--- config.mk ---
export PLATFORM = sky130hd
export DESIGN_NAME = d_reg
export DESIGN_NICKNAME = d
export VERILOG_FILES = /design/src/rtl/d_reg_pkg.sv /design/src/rtl/d_reg_bit.sv /design/src/rtl/d_reg.sv
export SDC_FILE = /design/constraint.sdc
export NUM_CORES = 1
export LEC_CHECK = 0
export ABC_CLOCK_PERIOD_IN_PS = 800
export CAP_MARGIN = 15
export CORE_AREA = 2 2 39 41
export CTS_BUF_LIST = sky130_fd_sc_hd__clkbuf_4 sky130_fd_sc_hd__clkbuf_8
export CTS_CLUSTER_DIAMETER = 30
export DETAILED_ROUTE_END_ITERATION = 10
export DIE_AREA = 0 0 41 43
export PLACE_DENSITY = 0.39
export SYNTH_ARGS = -nofsm -noshare
export SYNTH_HDL_FRONTEND = slang
export SYNTH_SLANG_ARGS = --single-unit
--- constraint.sdc ---
create_clock -name Clk -period 0.8 [get_ports Clk]
set_clock_uncertainty 0.1 [all_clocks]
set_input_delay 0.16 -clock Clk [delete_from_list [all_inputs] [get_ports Clk]]
set_output_delay 0.16 -clock Clk [all_outputs]
set_load 0.01 [all_outputs]
--- src/rtl/d_reg_pkg.sv ---
// d_reg_pkg: shared defaults and data word type for the d_reg register slice.
package d_reg_pkg;
    localparam int D_REG_WIDTH_DEFAULT = 4;
    localparam logic [63:0] D_REG_RESET_DEFAULT = '0;
    typedef logic [D_REG_WIDTH_DEFAULT-1:0] d_word_t;
endpackage

--- src/rtl/d_reg_bit.sv ---
// d_reg_bit: one-bit load-enabled flop with complement output; bus cell when D_REG_BUS_EN is defined.
module d_reg_bit #(
    parameter logic RESET_BIT = 1'b0
) (
    input  logic Clk,
    input  logic Rst,
    input  logic Load,
    input  logic D,
`ifdef D_REG_BUS_EN
    input  logic OutEn,
    output logic Bus,
`endif
    output logic Q,
    output logic Qn
);
    logic q_d, q_q;

    always_comb q_d = Load ? D : q_q;

    always_ff @(posedge Clk) begin
        q_q <= Rst ? RESET_BIT : q_d;
    end

    assign Q  = q_q;
    assign Qn = ~q_q;
`ifdef D_REG_BUS_EN
    assign Bus = OutEn ? ~q_q : 1'bz;
`endif
endmodule

--- src/rtl/d_reg.sv ---
// d_reg: WIDTH-bit load-enabled register with Q/Qn; inverted tri-state bus output when D_REG_BUS_EN is defined.
module d_reg
    import d_reg_pkg::*;
#(
    parameter int WIDTH = D_REG_WIDTH_DEFAULT,
    parameter logic [WIDTH-1:0] RESET_VALUE = D_REG_RESET_DEFAULT[WIDTH-1:0]
) (
    input  logic             Clk,
    input  logic             Rst,
    input  logic             Load,
    input  logic [WIDTH-1:0] D,
`ifdef D_REG_BUS_EN
    input  logic             OutEn,
    output logic [WIDTH-1:0] Bus,
`endif
    output logic [WIDTH-1:0] Q,
    output logic [WIDTH-1:0] Qn
);
    for (genvar i = 0; i < WIDTH; i++) begin : g_bit
        d_reg_bit #(.RESET_BIT(RESET_VALUE[i])) u_bit (
            .Clk  (Clk),
            .Rst  (Rst),
            .Load (Load),
            .D    (D[i]),
`ifdef D_REG_BUS_EN
            .OutEn(OutEn),
            .Bus  (Bus[i]),
`endif
            .Q    (Q[i]),
            .Qn   (Qn[i])
        );
    end
endmodule

==> results.yml <==
critical_path:
  reg2reg_slack_ns: 0.09
  regToRegStartpoint: "g_bit[0].u_bit.Q"
  critPathMaxFanout: 3
  crit_path_start_kind: "flop"
  crit_required_ns: 0.54
  path_class: "flop to primary output"
  worst_path_max_delay_cell: "dfxtp_2"
  crit_arrival_ns: 0.73
  slowest_delay_ns: 0.33
  rr_worst_depth: 2
  end_kind: "primary output"
  path_cells: "inv_1 -> buf_2"
  r2r_end: "g_bit[0].u_bit.Q"
die:
  io_pins: 15
  die_w_um: 41
  dieHeight_um: 43
  core_area_sq_mm: 0.00138
  rows: 14
  die_area_sq_mm: 0.00176
  start_util_pct: 15.6
sta:
  fin_crit_ns: 0.991
  holdWs_ns: 0.340
  hold_viol_final: 0
  fin_ws_ns: -0.191
  finalMaxSlewViolations: 0
  rsz0062_at_grt: "true"
  period_share_pct: 124
  slew_headroom_pct: 84.5
  max_slew.worst_pin.slew_ns: 0.233
  setup_viol_count_final: 8
  max_freq_ghz: 1.01
hold_path:
  min_delay_path_depth: 3
  min_from: "Load"
  hold_class: "primary input to flop"
  min_to: "g_bit[1].u_bit.Q"
grt:
  antenna_found_initial: 0
  grt_first_pass_wirelength_um: 524
  met1_usage_pct: 2.87
  grt_max_degree: 5
  grt_util_met2_pct: 7.81
  grt-ovfl-total: 0
  grt.total_usage_pct: 5.51
  grt-busiest-layer: "met4"
  grt_pass1_vias: 151
  grtUsageMet3_pct: 3.14
clock_network:
  cts_buffers: 3
  clk_pin_slew_ns: 0.04
  clk_latency_ns: 0.23
  clk_path_buf_depth: 2
  htreeDepth: 1
  cts_root_buf: "clkbuf_4"
  cts_hold_buf: 0
  cts_tree: "yes"
  clock-sinks: 4
  postCtsSetupBuffers: 0
cells_and_area:
  area_growth_syn_to_layout_pct: 50.0
  antennaDiodeCount: 0
  utilization_pct: 23.3
  largest_reg_flops: 4
  final_nets: 42
  finalNonFillerCells: 49
  drive_gt1_share_pct: 54.5
placed_design:
  portBuffers: 14
  dpl.hpwl_um: 314
  dp_slack_ns: -0.455
  gp_congestion: 0.575
  dp_cells: 46
routing:
  ant_nets: 0
  remaining_drc_errors: 0
  vias: 161
  first_pass_iters: 2
  drt_iter0_drc: 5
  via_per_inst: 3.29
  wl_per_cell_um: 8.20
  wirelength_um: 402
yosys:
  netlist_top_cells_count: "buf_4 (8), dfxtp_1 (4), inv_1 (4), mux2i_1 (4), nor2_1 (4)"
  synth-edff-count: 0
  ys_top_cells_by_area: "dfxtp_1 (37%), buf_4 (28%), mux2i_1 (19%)"
  yosysUniqueCellTypes: 6
  avgSynthCellArea_sq_um: 8.61
  netlist_area_sq_um: 215
  synth-seq-cells: 4
  yosys_warnings: 0
  ys_seq_area_share_pct: 37.2
  syn_inst: 25
  async_flop_share_pct: 0
  synth_ff_type: "dfxtp_1"
  synth_top_area_share_pct: 37.2
  yosysTopAreaCell: "dfxtp_1"
  synth.most_common_cell: "buf_4"
  syn-num-nets: 32
status:
  violations: "negative setup slack"
  status: "complete, but fails checks"
pwr:
  power-per-cell-area_mw_per_mm2: 1800
  vdd_drop_max_mv: 0.324
  p_leak_nw: 0.153
  power_uw: 582
flow_run:
  max_cap_viol_count: 0
[worst max-delay path by stage]
| stage | from | to |
|---|---|---|
| after global routing | g_bit[3].u_bit.Q | Qn[3] |
| final | g_bit[1].u_bit.Q | Qn[1] |
| after floorplan | g_bit[0].u_bit.Q | Qn[0] |
| after global placement | Load | g_bit[2].u_bit.Q |
| after CTS | g_bit[0].u_bit.Q | Qn[0] |
| after detailed placement | Load | g_bit[0].u_bit.Q |
[final cells by class]
class | count | area (sq um)
Sequential cell | 4 | 85.1
Tap cell | 16 | 20.0
Clock buffer | 3 | 22.5
Fill cell | 164 | 1060
Multi-Input combinational cell | 8 | 55.1
Inverter | 4 | 15.0
Timing Repair Buffer | 14 | 125
[cell usage in the layout, fill, tap and decap left out]
master and instances:
clkdlybuf4s50_1 5, nor2_1 4, inv_2 3, dfxtp_2 4
buf_6 4, inv_1 1, buf_2 4, clkdlybuf4s15_1 1
mux2i_1 4, clkbuf_4 3
[through the flow]
| step | TNS, ns | instance area, sq um |
|---|---|---|
| after floorplan | 0 | 215 |
| after global placement | -4.39 | 310 |
| after detailed placement | -4.50 | 310 |
| after CTS | -1.37 | 297 |
| after global routing | -1.56 | 323 |
| final | -1.29 | 323 |
[layer usage]
metal | routed length (um) | vias to the layer above
met4 | 23 | 0
met1 | 133 | 67
met2 | 208 | 8
li1 | - | 82
met5 | 0 | -
met3 | 36 | 4
[critical path: cells and delay by family, from the launching register on]
kind                   cells  cell delay (ns)
buffers and inverters      2             0.17
flip-flops                 1             0.33
[where the power goes]
group / switching, mW / total (mW) / internal (mW) / leakage (nW)
combinational: 0.0402 / 0.106 / 0.0661 / 0.104
clock: 0.0830 / 0.251 / 0.168 / 0.0138
sequential: 0.00997 / 0.225 / 0.215 / 0.0344
[timing repair]
action / 4_1_cts / 5_1_grt
cloned: 0 / 0
resized for setup: 37 / 8
endpoints found under the setup margin: 12 / 9
[kinds of logic (layout without fill, tap and decap cells)]
group | count (synthesis) | count (layout) | synth area share [%]
buf+inv | 13 | 21 | 37.2
mux | 4 | 4 | 18.6
flops | 4 | 4 | 37.2
simple gates | 4 | 4 | 6.97
No activity file was read; power rests on OpenSTA's default activity.
